`src/rtl/mips_id_stage_if.sv`:
```
// mips_id_stage_if
//   Bundles every non-clock signal of the MIPS ID stage: the IF/ID handshake,
//   register-file read port, EX/MEM/WB forwarding taps and the ID/EX outputs.
//   Parameters: AWL (register address width), DWL (data width, >= 16).
//   Modports:
//     slave  - the ID stage itself (consumes instruction/taps, drives ID/EX)
//     master - the surrounding pipeline (drives instruction/taps, reads ID/EX)
interface mips_id_stage_if #(
    parameter int AWL = 5,
    parameter int DWL = 32
);
    logic           id_valid;
    logic [31:0]    id_instr;
    logic           id_stall;
    logic           flush;
    logic           ex_ready;
    logic [AWL-1:0] RA1;
    logic [AWL-1:0] RA2;
    logic [DWL-1:0] RD1;
    logic [DWL-1:0] RD2;
    logic [DWL-1:0] ex_result;
    logic           mem_reg_write;
    logic           mem_is_load;
    logic [AWL-1:0] mem_dest;
    logic [DWL-1:0] mem_result;
    logic           wb_wen;
    logic [AWL-1:0] wb_wa;
    logic [DWL-1:0] wb_wd;
    logic           ex_valid;
    logic [5:0]     ex_opcode;
    logic [5:0]     ex_funct;
    logic [DWL-1:0] ex_rs_val;
    logic [DWL-1:0] ex_rt_val;
    logic [DWL-1:0] ex_imm;
    logic [AWL-1:0] ex_dest;
    logic           ex_reg_write;
    logic           ex_is_load;

    modport slave (
        input  id_valid, id_instr, flush, ex_ready, RD1, RD2, ex_result,
        input  mem_reg_write, mem_is_load, mem_dest, mem_result,
        input  wb_wen, wb_wa, wb_wd,
        output id_stall, RA1, RA2,
        output ex_valid, ex_opcode, ex_funct, ex_rs_val, ex_rt_val, ex_imm,
        output ex_dest, ex_reg_write, ex_is_load
    );

    modport master (
        output id_valid, id_instr, flush, ex_ready, RD1, RD2, ex_result,
        output mem_reg_write, mem_is_load, mem_dest, mem_result,
        output wb_wen, wb_wa, wb_wd,
        input  id_stall, RA1, RA2,
        input  ex_valid, ex_opcode, ex_funct, ex_rs_val, ex_rt_val, ex_imm,
        input  ex_dest, ex_reg_write, ex_is_load
    );
endinterface

```
`src/rtl/mips_id_stage.sv`:
```
// mips_id_stage
//   MIPS instruction-decode / operand-fetch stage. Drives the register-file
//   read addresses, resolves RAW hazards (EX/MEM/WB forwarding, load-use
//   stalls) and registers the decoded instruction into the ID/EX register.
//   Ports:
//     clk  - clock
//     rst  - asynchronous reset, active-high; clears the whole ID/EX entry
//     bus  - mips_id_stage_if.slave: IF/ID handshake, RF read port,
//            forwarding taps and ID/EX outputs
//   Build option:
//     ID_FORWARD_EN - when defined, non-load results in EX and MEM are
//                     forwarded; when undefined, any matching register write
//                     in EX or MEM stalls ID. The WB bypass is always present.
module mips_id_stage #(
    parameter int AWL = 5,
    parameter int DWL = 32
) (
    input  logic           clk,
    input  logic           rst,
    mips_id_stage_if.slave bus
);
    localparam logic [5:0] OP_RTYPE = 6'h00;
    localparam logic [5:0] OP_JAL   = 6'h03;
    localparam logic [5:0] FN_JR    = 6'h08;

    logic [5:0]            w_opcode_p0;
    logic [5:0]            w_funct_p0;
    logic [AWL-1:0]        w_rs_p0;
    logic [AWL-1:0]        w_rt_p0;
    logic [AWL-1:0]        w_rd_p0;
    logic [AWL-1:0]        w_dest_p0;
    logic                  w_reg_write_p0;
    logic                  w_is_load_p0;
    logic signed [DWL-1:0] w_imm_p0;
    logic [DWL-1:0]        w_rs_val_p0;
    logic [DWL-1:0]        w_rt_val_p0;
    logic                  w_ex_fwd;
    logic                  w_mem_fwd;
    logic                  w_ex_haz;
    logic                  w_mem_haz;
    logic                  w_hazard;
    logic                  w_hold;

    logic                  r_vld_p1;
    logic [5:0]            r_opcode_p1;
    logic [5:0]            r_funct_p1;
    logic [DWL-1:0]        r_rs_val_p1;
    logic [DWL-1:0]        r_rt_val_p1;
    logic signed [DWL-1:0] r_imm_p1;
    logic [AWL-1:0]        r_dest_p1;
    logic                  r_reg_write_p1;
    logic                  r_is_load_p1;

    function automatic logic signed [DWL-1:0] f_sext16(input logic [15:0] v);
        return DWL'(signed'(v));
    endfunction

    // A producer matches a source only for a real (non-$0) register.
    function automatic logic f_hit(input logic [AWL-1:0] s, input logic en,
                                   input logic [AWL-1:0] dest);
        return en && (s != '0) && (s == dest);
    endfunction

    function automatic logic [DWL-1:0] f_resolve(
        input logic [AWL-1:0] s,      input logic [DWL-1:0] rf_val,
        input logic           ex_hit, input logic           mem_hit,
        input logic           wb_hit, input logic [DWL-1:0] ex_val,
        input logic [DWL-1:0] mem_val, input logic [DWL-1:0] wb_val);
        if (s == '0)  return '0;
        if (ex_hit)   return ex_val;
        if (mem_hit)  return mem_val;
        // The RF only shows the WB write after this edge, so bypass it here.
        if (wb_hit)   return wb_val;
        return rf_val;
    endfunction

    // ---- stage p0: decode and operand resolution (combinational) ----
    assign w_opcode_p0 = bus.id_instr[31:26];
    assign w_funct_p0  = bus.id_instr[5:0];
    assign w_rs_p0     = bus.id_instr[25:21];
    assign w_rt_p0     = bus.id_instr[20:16];
    assign w_rd_p0     = bus.id_instr[15:11];
    assign w_imm_p0    = f_sext16(bus.id_instr[15:0]);
    assign bus.RA1     = w_rs_p0;
    assign bus.RA2     = w_rt_p0;

    always_comb begin
        w_dest_p0      = '0;
        w_reg_write_p0 = 1'b0;
        w_is_load_p0   = 1'b0;
        if (w_opcode_p0 == OP_RTYPE) begin
            w_dest_p0      = w_rd_p0;
            w_reg_write_p0 = (w_funct_p0 != FN_JR);
        end else if (w_opcode_p0 >= 6'h08 && w_opcode_p0 <= 6'h0F) begin
            w_dest_p0      = w_rt_p0;
            w_reg_write_p0 = 1'b1;
        end else if (w_opcode_p0 >= 6'h20 && w_opcode_p0 <= 6'h25) begin
            w_dest_p0      = w_rt_p0;
            w_reg_write_p0 = 1'b1;
            w_is_load_p0   = 1'b1;
        end else if (w_opcode_p0 == OP_JAL) begin
            w_dest_p0      = AWL'(31);
            w_reg_write_p0 = 1'b1;
        end
        if (w_dest_p0 == '0) begin
            w_reg_write_p0 = 1'b0;
        end
    end

`ifdef ID_FORWARD_EN
    assign w_ex_fwd  = r_vld_p1 && r_reg_write_p1 && !r_is_load_p1;
    assign w_mem_fwd = bus.mem_reg_write && !bus.mem_is_load;
    assign w_ex_haz  = r_vld_p1 && r_reg_write_p1 && r_is_load_p1;
    assign w_mem_haz = bus.mem_reg_write && bus.mem_is_load;
`else
    // Without forwarding every in-flight write to a source must drain to WB.
    assign w_ex_fwd  = 1'b0;
    assign w_mem_fwd = 1'b0;
    assign w_ex_haz  = r_vld_p1 && r_reg_write_p1;
    assign w_mem_haz = bus.mem_reg_write;
`endif

    assign w_rs_val_p0 = f_resolve(w_rs_p0, bus.RD1,
                                   f_hit(w_rs_p0, w_ex_fwd, r_dest_p1),
                                   f_hit(w_rs_p0, w_mem_fwd, bus.mem_dest),
                                   f_hit(w_rs_p0, bus.wb_wen, bus.wb_wa),
                                   bus.ex_result, bus.mem_result, bus.wb_wd);
    assign w_rt_val_p0 = f_resolve(w_rt_p0, bus.RD2,
                                   f_hit(w_rt_p0, w_ex_fwd, r_dest_p1),
                                   f_hit(w_rt_p0, w_mem_fwd, bus.mem_dest),
                                   f_hit(w_rt_p0, bus.wb_wen, bus.wb_wa),
                                   bus.ex_result, bus.mem_result, bus.wb_wd);

    assign w_hazard = bus.id_valid &&
                      (f_hit(w_rs_p0, w_ex_haz, r_dest_p1)     ||
                       f_hit(w_rt_p0, w_ex_haz, r_dest_p1)     ||
                       f_hit(w_rs_p0, w_mem_haz, bus.mem_dest) ||
                       f_hit(w_rt_p0, w_mem_haz, bus.mem_dest));
    assign w_hold   = r_vld_p1 && !bus.ex_ready;
    // A flush discards the ID instruction, so IF/ID is free to advance.
    assign bus.id_stall = !bus.flush && (w_hold || w_hazard);

    // ---- stage p1: ID/EX register ----
    always_ff @(posedge clk or posedge rst) begin
        if (rst) begin
            r_vld_p1       <= 1'b0;
            r_opcode_p1    <= '0;
            r_funct_p1     <= '0;
            r_rs_val_p1    <= '0;
            r_rt_val_p1    <= '0;
            r_imm_p1       <= '0;
            r_dest_p1      <= '0;
            r_reg_write_p1 <= 1'b0;
            r_is_load_p1   <= 1'b0;
        end else if (bus.flush) begin
            r_vld_p1 <= 1'b0;
        end else if (w_hold) begin
            r_vld_p1 <= r_vld_p1;
        end else if (w_hazard) begin
            r_vld_p1 <= 1'b0;
        end else begin
            r_vld_p1       <= bus.id_valid;
            r_opcode_p1    <= w_opcode_p0;
            r_funct_p1     <= w_funct_p0;
            r_rs_val_p1    <= w_rs_val_p0;
            r_rt_val_p1    <= w_rt_val_p0;
            r_imm_p1       <= w_imm_p0;
            r_dest_p1      <= w_dest_p0;
            r_reg_write_p1 <= w_reg_write_p0;
            r_is_load_p1   <= w_is_load_p0;
        end
    end

    assign bus.ex_valid     = r_vld_p1;
    assign bus.ex_opcode    = r_opcode_p1;
    assign bus.ex_funct     = r_funct_p1;
    assign bus.ex_rs_val    = r_rs_val_p1;
    assign bus.ex_rt_val    = r_rt_val_p1;
    assign bus.ex_imm       = r_imm_p1;
    assign bus.ex_dest      = r_dest_p1;
    assign bus.ex_reg_write = r_reg_write_p1;
    assign bus.ex_is_load   = r_is_load_p1;
endmodule

```
`src/flat_wrapper.sv`:
```
// flat-port wrapper written by rule: the top's interface ports become plain ports
module mips_id_stage_flat 
#(
    parameter int AWL = 5,
    parameter int DWL = 32
)
  (clk, rst, bus_id_valid, bus_id_instr, bus_flush, bus_ex_ready, bus_RD1, bus_RD2, bus_ex_result, bus_mem_reg_write, bus_mem_is_load, bus_mem_dest, bus_mem_result, bus_wb_wen, bus_wb_wa, bus_wb_wd, bus_id_stall, bus_RA1, bus_RA2, bus_ex_valid, bus_ex_opcode, bus_ex_funct, bus_ex_rs_val, bus_ex_rt_val, bus_ex_imm, bus_ex_dest, bus_ex_reg_write, bus_ex_is_load);
  mips_id_stage_if #(.AWL(AWL), .DWL(DWL)) bus_i ();
  input  logic clk;
  input  logic rst;
  input wire logic [$bits(bus_i.id_valid)-1:0] bus_id_valid;
  input wire logic [$bits(bus_i.id_instr)-1:0] bus_id_instr;
  input wire logic [$bits(bus_i.flush)-1:0] bus_flush;
  input wire logic [$bits(bus_i.ex_ready)-1:0] bus_ex_ready;
  input wire logic [$bits(bus_i.RD1)-1:0] bus_RD1;
  input wire logic [$bits(bus_i.RD2)-1:0] bus_RD2;
  input wire logic [$bits(bus_i.ex_result)-1:0] bus_ex_result;
  input wire logic [$bits(bus_i.mem_reg_write)-1:0] bus_mem_reg_write;
  input wire logic [$bits(bus_i.mem_is_load)-1:0] bus_mem_is_load;
  input wire logic [$bits(bus_i.mem_dest)-1:0] bus_mem_dest;
  input wire logic [$bits(bus_i.mem_result)-1:0] bus_mem_result;
  input wire logic [$bits(bus_i.wb_wen)-1:0] bus_wb_wen;
  input wire logic [$bits(bus_i.wb_wa)-1:0] bus_wb_wa;
  input wire logic [$bits(bus_i.wb_wd)-1:0] bus_wb_wd;
  output wire logic [$bits(bus_i.id_stall)-1:0] bus_id_stall;
  output wire logic [$bits(bus_i.RA1)-1:0] bus_RA1;
  output wire logic [$bits(bus_i.RA2)-1:0] bus_RA2;
  output wire logic [$bits(bus_i.ex_valid)-1:0] bus_ex_valid;
  output wire logic [$bits(bus_i.ex_opcode)-1:0] bus_ex_opcode;
  output wire logic [$bits(bus_i.ex_funct)-1:0] bus_ex_funct;
  output wire logic [$bits(bus_i.ex_rs_val)-1:0] bus_ex_rs_val;
  output wire logic [$bits(bus_i.ex_rt_val)-1:0] bus_ex_rt_val;
  output wire logic [$bits(bus_i.ex_imm)-1:0] bus_ex_imm;
  output wire logic [$bits(bus_i.ex_dest)-1:0] bus_ex_dest;
  output wire logic [$bits(bus_i.ex_reg_write)-1:0] bus_ex_reg_write;
  output wire logic [$bits(bus_i.ex_is_load)-1:0] bus_ex_is_load;
  assign bus_i.id_valid = bus_id_valid;
  assign bus_i.id_instr = bus_id_instr;
  assign bus_i.flush = bus_flush;
  assign bus_i.ex_ready = bus_ex_ready;
  assign bus_i.RD1 = bus_RD1;
  assign bus_i.RD2 = bus_RD2;
  assign bus_i.ex_result = bus_ex_result;
  assign bus_i.mem_reg_write = bus_mem_reg_write;
  assign bus_i.mem_is_load = bus_mem_is_load;
  assign bus_i.mem_dest = bus_mem_dest;
  assign bus_i.mem_result = bus_mem_result;
  assign bus_i.wb_wen = bus_wb_wen;
  assign bus_i.wb_wa = bus_wb_wa;
  assign bus_i.wb_wd = bus_wb_wd;
  assign bus_id_stall = bus_i.id_stall;
  assign bus_RA1 = bus_i.RA1;
  assign bus_RA2 = bus_i.RA2;
  assign bus_ex_valid = bus_i.ex_valid;
  assign bus_ex_opcode = bus_i.ex_opcode;
  assign bus_ex_funct = bus_i.ex_funct;
  assign bus_ex_rs_val = bus_i.ex_rs_val;
  assign bus_ex_rt_val = bus_i.ex_rt_val;
  assign bus_ex_imm = bus_i.ex_imm;
  assign bus_ex_dest = bus_i.ex_dest;
  assign bus_ex_reg_write = bus_i.ex_reg_write;
  assign bus_ex_is_load = bus_i.ex_is_load;
  mips_id_stage #(.AWL(AWL), .DWL(DWL)) u_core (.clk(clk), .rst(rst), .bus(bus_i));
endmodule
```
`config.mk`:
```
export PLATFORM = sky130hd
export DESIGN_NAME = mips_id_stage_flat
export DESIGN_NICKNAME = d
export VERILOG_FILES = /design/src/rtl/mips_id_stage_if.sv /design/src/rtl/mips_id_stage.sv /design/src/flat_wrapper.sv
export SDC_FILE = /design/constraint.sdc
export NUM_CORES = 1
export LEC_CHECK = 0
export BUFFER_PORTS_ARGS = -buffer_cell sky130_fd_sc_hd__buf_2
export CORE_AREA = 2 2 130 132
export CTS_CLUSTER_DIAMETER = 60
export DETAILED_ROUTE_END_ITERATION = 12
export DIE_AREA = 0 0 132 134
export MAX_ROUTING_LAYER = met4
export PLACE_DENSITY = 0.66
export SYNTH_ARGS = -nofsm -noshare
export SYNTH_HDL_FRONTEND = slang
export SYNTH_SLANG_ARGS = --single-unit
```
`constraint.sdc`:
```
create_clock -name clk -period 3.6 [get_ports clk]
set_clock_uncertainty 0.2 [all_clocks]
set_input_delay 0.18 -clock clk [delete_from_list [all_inputs] [get_ports clk]]
set_output_delay 0.18 -clock clk [all_outputs]
set_load 0.01 [all_outputs]
```
# Yosys cells after proc, flatten, opt, wreduce, memory -nomap -nowiden
# Index checks and enable logic that the tools add are counted.
# W data, S select, Z words.
totals:
  register_bits: 100
  input_bits: 210
  output_inout_bits: 127
  word_cells: 99
op_classes:
  magnitude_cmp: 4
  eq_ne: 9
  n_mux: 43
  bitwise_logic: 3
  reduce_logical: 31
ops:
  columns: ["operator", "n"]
  rows:
  - ["$mux W32", 12]
  - ["$eq A5 B5 Y1", 6]
  - ["$mux W1", 27]
  - ["$mux W5", 4]
  - ["$logic_and A1 B1 Y1", 18]
  - ["$logic_not A5 Y1", 3]
  - ["$reduce_bool A5 Y1", 2]
  - ["$eq A6 B2 Y1 const B", 1]
  - ["$ge A6 B4 Y1 const B", 1]
  - ["$ge A6 B6 Y1 const B", 1]
  - ["$le A6 B4 Y1 const B", 1]
  - ["$le A6 B6 Y1 const B", 1]
  - ["$logic_not A6 Y1", 1]
  - ["$ne A6 B4 Y1 const B", 1]
  - ["$logic_or A1 B1 Y1", 4]
  - ["$not A1 Y1", 3]
  - ["$reduce_and A3 Y1", 1]
  - ["$logic_not A1 Y1", 2]
  - ["$ne A2 B2 Y1 const B", 1]

# Longest topological paths before layout
logic_depth:
  word_depth: 12
  ltp_mapped: 9
  depth_no_buf: 6

# Worst setup path after synthesis
# No wires, ideal clock.
synth_timing:
  kind: "input to register"
  start: "input port bus_id_instr[19]"
  end: "register u_core.r_dest_p1[0], in the netlist u_core.bus.ex_dest[0]"
  setup_ns: 0.125
  arrival_time_ns: 2.176
  required_ns: 3.275
  setup_slack_ns: 1.099
  cell_stages: 8
  path_buffers: 2
  cell_sequence: "or4_4 > o211ai_2 > o32ai_1 > a32o_2 > a211oi_2 > buf_6 > buf_12 > mux2_4"
synth_between:
  elab_chain_cells: 9
  word_cells_on_any_way: 13
  cone_classes: "2 x eq/ne; 1 x bitwise; 10 x reduce/logical"
synth_rtl:
  columns: ["element", "line", "text"]
  rows:
  - ["start: declaration", "flat_wrapper.sv:12", "input wire logic [$bits(bus_i.id_instr)-1:0] bus_id_instr;"]
  - ["$reduce_bool A5 Y1", null, null]
  - ["$logic_and A1 B1 Y1 (2 in a row)", "mips_id_stage.sv:61", "return en && (s != '0) && (s == dest);"]
  - ["$logic_or A1 B1 Y1", "mips_id_stage.sv:135", "(f_hit(w_rs_p0, w_ex_haz, r_dest_p1) ||"]
  - ["$logic_or A1 B1 Y1", "mips_id_stage.sv:136", "f_hit(w_rt_p0, w_ex_haz, r_dest_p1) ||"]
  - ["$logic_or A1 B1 Y1 (*)", "mips_id_stage.sv:137", "f_hit(w_rs_p0, w_mem_haz, bus.mem_dest) ||"]
  - ["$logic_and A1 B1 Y1 (*)", "mips_id_stage.sv:134", "assign w_hazard = bus.id_valid &&"]
  - ["$not A1 Y1 (no line) (*)", null, null]
  - ["$reduce_and A3 Y1 (no line) (*)", null, null]
  - ["end signal: assignment", "mips_id_stage.sv:168", "r_dest_p1 <= w_dest_p0;"]
  - ["end: declaration", "mips_id_stage.sv:50", "logic [AWL-1:0] r_dest_p1;"]
# Every way passes the cells marked *; elsewhere a longest branch is shown, timed or not.
# A chain may end at the register's enable or synchronous reset.

# Worst setup path in the final report
layout_timing:
  start: "input port bus_id_instr[19]"
  end: "register u_core.r_rs_val_p1[10], in the netlist u_core.bus.ex_rs_val[10]"
layout_between:
  elab_chain_cells: 9
  word_cells_on_any_way: 13
  cone_classes: "2 x eq/ne; 1 x bitwise; 10 x reduce/logical"
layout_rtl:
  columns: ["element", "line", "text"]
  rows:
  - ["$reduce_bool A5 Y1", null, null]
  - ["$logic_and A1 B1 Y1 (2 in a row)", "mips_id_stage.sv:61", null]
  - ["$logic_or A1 B1 Y1", "mips_id_stage.sv:135", null]
  - ["$logic_or A1 B1 Y1", "mips_id_stage.sv:136", null]
  - ["$logic_or A1 B1 Y1 (*)", "mips_id_stage.sv:137", null]
  - ["$logic_and A1 B1 Y1 (*)", "mips_id_stage.sv:134", null]
  - ["$not A1 Y1 (no line) (*)", null, null]
  - ["$reduce_and A3 Y1 (no line) (*)", null, null]
  - ["end signal: assignment", "mips_id_stage.sv:165", "r_rs_val_p1 <= w_rs_val_p0;"]
  - ["end: declaration", "mips_id_stage.sv:47", "logic [DWL-1:0] r_rs_val_p1;"]
# Marked as above.

==> flow_summary.html <==
<table>
<tr><th>Metric</th><th>Value</th></tr>
<tr><th colspan="2">Clock network</th></tr>
<tr><td>Hold_buf cts</td><td>between 40 and 50</td></tr>
<tr><td>Sinks on Clock Net</td><td>94</td></tr>
<tr><td>CTS tree</td><td>yes</td></tr>
<tr><td>Maximum level of the CTS H-tree</td><td>3</td></tr>
<tr><td>Clk slew on worst S/H paths</td><td>0.06 ns</td></tr>
<tr><td>Buffer count from post-CTS setup fixing</td><td>0</td></tr>
<tr><td>TritonCTS buffer count</td><td>9</td></tr>
<tr><td>Insertion delay to the later sink of the worst-skew pair</td><td>0.34 ns</td></tr>
<tr><td>Buffers from clock root to sink, at most</td><td>2</td></tr>
<tr><td>Clock root buffer</td><td>sky130_fd_sc_hd__clkbuf_16</td></tr>
<tr><td>Cells resized by post-CTS repair</td><td>0</td></tr>
<tr><th colspan="2">Worst setup path</th></tr>
<tr><td>Crit path arrival time</td><td>around 2.6 ns</td></tr>
<tr><td>Capturing element type of the critical path</td><td>register</td></tr>
<tr><td>Worst EP required</td><td>3.62 ns</td></tr>
<tr><td>Startpoint kind of the worst setup timing path</td><td>input port</td></tr>
<tr><td>Setup CP Type</td><td>input port to register</td></tr>
<tr><td>Maximum fanout along the worst path</td><td>40</td></tr>
<tr><th colspan="2">STA</th></tr>
<tr><td>Worst Max-Slew Pin Slew</td><td>approximately 1.1 ns</td></tr>
<tr><td>Post-layout min period</td><td>2.614 ns</td></tr>
<tr><td>Final Setup Violations</td><td>0</td></tr>
<tr><td>Peak Freq</td><td>around 380 MHz</td></tr>
<tr><td>Crit share post-route</td><td>0.7262</td></tr>
<tr><td>Worst slew slack as a fraction of its limit</td><td>0.2664</td></tr>
<tr><td>Number of slew-limit violations in the final report</td><td>0</td></tr>
<tr><td>Worst-case setup margin in the final layout</td><td>0.9858 ns</td></tr>
<tr><td>Setup repair after global routing missed its margin</td><td>no</td></tr>
<tr><td>Sum of negative setup slack</td><td>0 ns</td></tr>
<tr><td>Final Hold Viols</td><td>0</td></tr>
<tr><th colspan="2">Power</th></tr>
<tr><td>Worst-case vdd ir drop</td><td>279.6 uV</td></tr>
<tr><td>Pwr dens</td><td>roughly 400 nW/um^2</td></tr>
<tr><td>Power share of the sequential group</td><td>0.419</td></tr>
<tr><td>Internal Pwr Total</td><td>2.205 mW</td></tr>
<tr><td>Net switching power</td><td>0.9310 mW</td></tr>
<tr><td>Clock network power share</td><td>0.291</td></tr>
<tr><td>Fraction of power spent switching nets</td><td>0.2968</td></tr>
<tr><td>Comb power frac</td><td>0.290</td></tr>
<tr><td>Static leakage</td><td>3.792 nW</td></tr>
<tr><th colspan="2">Global routing</th></tr>
<tr><td>Via count of the first global-routing pass</td><td>4913</td></tr>
<tr><td>Met1 GRT Util</td><td>0.2195</td></tr>
<tr><td>Number of antenna violations at the first check in global routing</td><td>0</td></tr>
<tr><td>Total gr overflow</td><td>0</td></tr>
<tr><td>Layer with the highest usage</td><td>met2</td></tr>
<tr><td>Global-route met2 utilization</td><td>0.3131</td></tr>
<tr><td>Overall track demand over capacity in global routing</td><td>0.1816</td></tr>
<tr><td>Largest net degree at the start of global routing</td><td>95</td></tr>
<tr><td>GRT met3 Usage</td><td>0.03099</td></tr>
<tr><td>Wire length of the first global-routing pass</td><td>25120 um</td></tr>
<tr><th colspan="2">Floorplanning</th></tr>
<tr><td>Number of standard-cell rows in the floorplan</td><td>47</td></tr>
<tr><td>Count of boundary I/O pins</td><td>337</td></tr>
<tr><td>Die outline width</td><td>132 um</td></tr>
<tr><td>Effective utilization at floorplan</td><td>0.3420</td></tr>
<tr><td>Area of the die</td><td>roughly 18000 sq um</td></tr>
<tr><td>Die boundary height</td><td>134 um</td></tr>
<tr><td>Total core area</td><td>16290 sq um</td></tr>
<tr><th colspan="2">Logic synthesis</th></tr>
<tr><td>Largest area contributor in the synthesized netlist</td><td>sky130_fd_sc_hd__dfrtp_1</td></tr>
<tr><td>Cell area after synthesis</td><td>between 5000 and 6000 sq um</td></tr>
<tr><td>Area share of the leading cell type in the synthesized netlist</td><td>0.4222</td></tr>
<tr><td>EDFF count, synth</td><td>0</td></tr>
<tr><td>Number of warnings printed during yosys synthesis</td><td>0</td></tr>
<tr><td>Syn_nets</td><td>743</td></tr>
<tr><td>Cell variety after synth</td><td>38</td></tr>
<tr><td>Mean instance size in the synthesized netlist</td><td>10.45 sq um</td></tr>
<tr><td>Cells after Synth</td><td>between 500 and 600</td></tr>
<tr><td>Share of the yosys chip area belonging to registers</td><td>0.4222</td></tr>
<tr><td>Post-synth ARST share</td><td>1.000</td></tr>
<tr><td>Most frequent cells after synthesis</td><td>138 x sky130_fd_sc_hd__nand2_1, 94 x sky130_fd_sc_hd__dfrtp_1, 70 x sky130_fd_sc_hd__mux2_4, 70 x sky130_fd_sc_hd__o21ai_0, 32 x sky130_fd_sc_hd__buf_4</td></tr>
<tr><td>Flip-flop and latch count after synthesis</td><td>94</td></tr>
<tr><td>Most frequently used cell type in the post-synthesis netlist</td><td>sky130_fd_sc_hd__nand2_1</td></tr>
<tr><td>Synth top area cells</td><td>sky130_fd_sc_hd__dfrtp_1 42%, sky130_fd_sc_hd__mux2_4 19%, sky130_fd_sc_hd__nand2_1 9.3%</td></tr>
<tr><td>Flip-flop cell with the highest count after synthesis</td><td>sky130_fd_sc_hd__dfrtp_1</td></tr>
<tr><th colspan="2">Placement</th></tr>
<tr><td>Detailed Place HPWL</td><td>10800 um</td></tr>
<tr><td>Post-placement cell count</td><td>969</td></tr>
<tr><td>Last weighted congestion value of the routability-driven placer</td><td>0.8252</td></tr>
<tr><td>Count of input and output buffers</td><td>~270</td></tr>
<tr><td>Worst setup timing slack at the placement stage</td><td>0.6186 ns</td></tr>
<tr><th colspan="2">Routing</th></tr>
<tr><td>First drt pass iteration count</td><td>4</td></tr>
<tr><td>Post-route ant nets</td><td>0</td></tr>
<tr><td>DR iter-0 viols</td><td>137</td></tr>
<tr><td>Routed Wire Length</td><td>15760 um</td></tr>
<tr><td>Routed length per instance</td><td>15.25 um</td></tr>
<tr><td>Via count</td><td>4786</td></tr>
<tr><td>Remaining DRCs</td><td>0</td></tr>
<tr><td>Detailed-route vias per instance</td><td>4.633</td></tr>
<tr><th colspan="2">Final layout</th></tr>
<tr><td>Number of cells in the finished layout apart from fillers</td><td>~1.0k</td></tr>
<tr><td>Number of nets in the finished design</td><td>1018</td></tr>
<tr><td>Area delta synth-&gt;final</td><td>36.63%</td></tr>
<tr><td>Diodes inserted</td><td>0</td></tr>
<tr><td>Fraction of final layout cells sized beyond drive strength 1</td><td>0.4908</td></tr>
<tr><td>Fillers</td><td>~1.6k</td></tr>
<tr><th colspan="2">Hold path</th></tr>
<tr><td>Worst Hold Class</td><td>input port to register</td></tr>
<tr><th colspan="2">Run</th></tr>
<tr><td>Max-Cap Viols</td><td>0</td></tr>
<tr><th colspan="2">Outcome</th></tr>
<tr><td>Outcome</td><td>complete, no violations</td></tr>
</table>
cell type report:
type / count / area (sq um) / area share
inverter: 2 / 10.01 / 0.001315
clock buffer: 10 / 239.0 / 0.03139
tap: 220 / 275.3 / 0.03616
clock inverter: 6 / 43.79 / 0.005753
multi-input combinational: 374 / 2745 / 0.3606
timing repair buffer: 327 / 1947 / 0.2558
sequential: 94 / 2352 / 0.3090
routing by layer:
layer / part of all wire / wire length, um
met5: 0 / 0
met4: 0.014 / 214
met3: 0.051 / 804
met2: 0.50 / 7823
met1: 0.44 / 6916
registers in the layout (all words and copies together), names as in the netlist:
name and count:
u_core.bus.ex_rs_val 32, u_core.bus.ex_rt_val 32, u_core.bus.ex_imm 16, u_core.bus.ex_opcode 6, u_core.bus.ex_dest 5, u_core.bus.ex_is_load 1
u_core.bus.ex_reg_write 1, u_core.bus.ex_valid 1
power groups by stage:
stage / Sequential, mW / Clock [mW] / Combinational [mW]
finish: 1.31 / 0.912 / 0.910
CTS: 1.31 / 0.950 / 0.916
floorplan: 1.40 / 0 / 0.492
global placement: 1.33 / 0 / 0.868
global route: 1.34 / 0.979 / 0.981
detailed placement: 1.33 / 0 / 0.873
cells in the final DEF (no fill, tap or decap), types with 4 or more instances in the layout:
cell,synthesis,layout
sky130_fd_sc_hd__dlygate4sd3_1,0,48
sky130_fd_sc_hd__clkbuf_16,0,9
sky130_fd_sc_hd__xor2_1,6,6
sky130_fd_sc_hd__nand3_1,4,4
sky130_fd_sc_hd__nor2_1,10,10
sky130_fd_sc_hd__mux2_2,23,23
sky130_fd_sc_hd__mux2_4,70,70
sky130_fd_sc_hd__xnor2_1,24,24
sky130_fd_sc_hd__buf_12,7,4
sky130_fd_sc_hd__buf_2,5,271
sky130_fd_sc_hd__buf_4,32,4
sky130_fd_sc_hd__nand2_1,138,138
sky130_fd_sc_hd__dfrtp_1,94,94
sky130_fd_sc_hd__o21ai_0,70,70
sky130_fd_sc_hd__nor3_1,4,4
cells by family (layout without fill, tap and decap cells):
family,Yosys count,after routing,synth area share
and+or+nand+nor,169,169,0.1255
DFF,94,94,0.4222
muxes,93,93,0.2351
AOI/OAI and AO/OA,82,82,0.08174
buffers and inverters,65,345,0.08825
xor gates and xnor gates,30,30,0.04716
per-stage QoR:
stage,power [mW],utilization,instance area (sq um),hold slack [ns]
final,3.136,0.4673,7612,0.02067
after CTS,3.181,0.4673,7612,0.0001849
after global routing,3.296,0.4673,7612,0.02950
after detailed placement,2.204,0.4205,6849,0.1431
after global placement,2.193,0.4205,6849,0.1466
after floorplan,1.893,-,5572,0.1281
worst max-delay path: stages:
cell,delay [ns]
sky130_fd_sc_hd__buf_2,0.16
sky130_fd_sc_hd__or4_4,0.58
sky130_fd_sc_hd__o211ai_1,0.19
sky130_fd_sc_hd__o32ai_1,0.13
sky130_fd_sc_hd__a32o_2,0.27
sky130_fd_sc_hd__a211oi_4,0.22
sky130_fd_sc_hd__buf_4,0.21
sky130_fd_sc_hd__buf_12,0.28
sky130_fd_sc_hd__mux2_4,0.34
path summary, 6_finish.rpt:
kind / startpoint / end / cells after the start / slack, ns
max in group asynchronous: rst / u_core.bus.ex_rs_val[4] / 4 / 2.51
worst max-delay path: bus_id_instr[19] / u_core.bus.ex_rs_val[10] / 9 / 0.99
worst min register to register: u_core.bus.ex_rt_val[29] / u_core.bus.ex_rt_val[29] / 1 / 0.30
min in group asynchronous: rst / u_core.bus.ex_rt_val[25] / 4 / 0.30
worst max register to register: u_core.bus.ex_dest[2] / u_core.bus.ex_rs_val[10] / 8 / 1.07
worst min-delay path: bus_wb_wd[0] / u_core.bus.ex_rt_val[0] / 4 / 0.02
(Power assumes the default switching activity.)
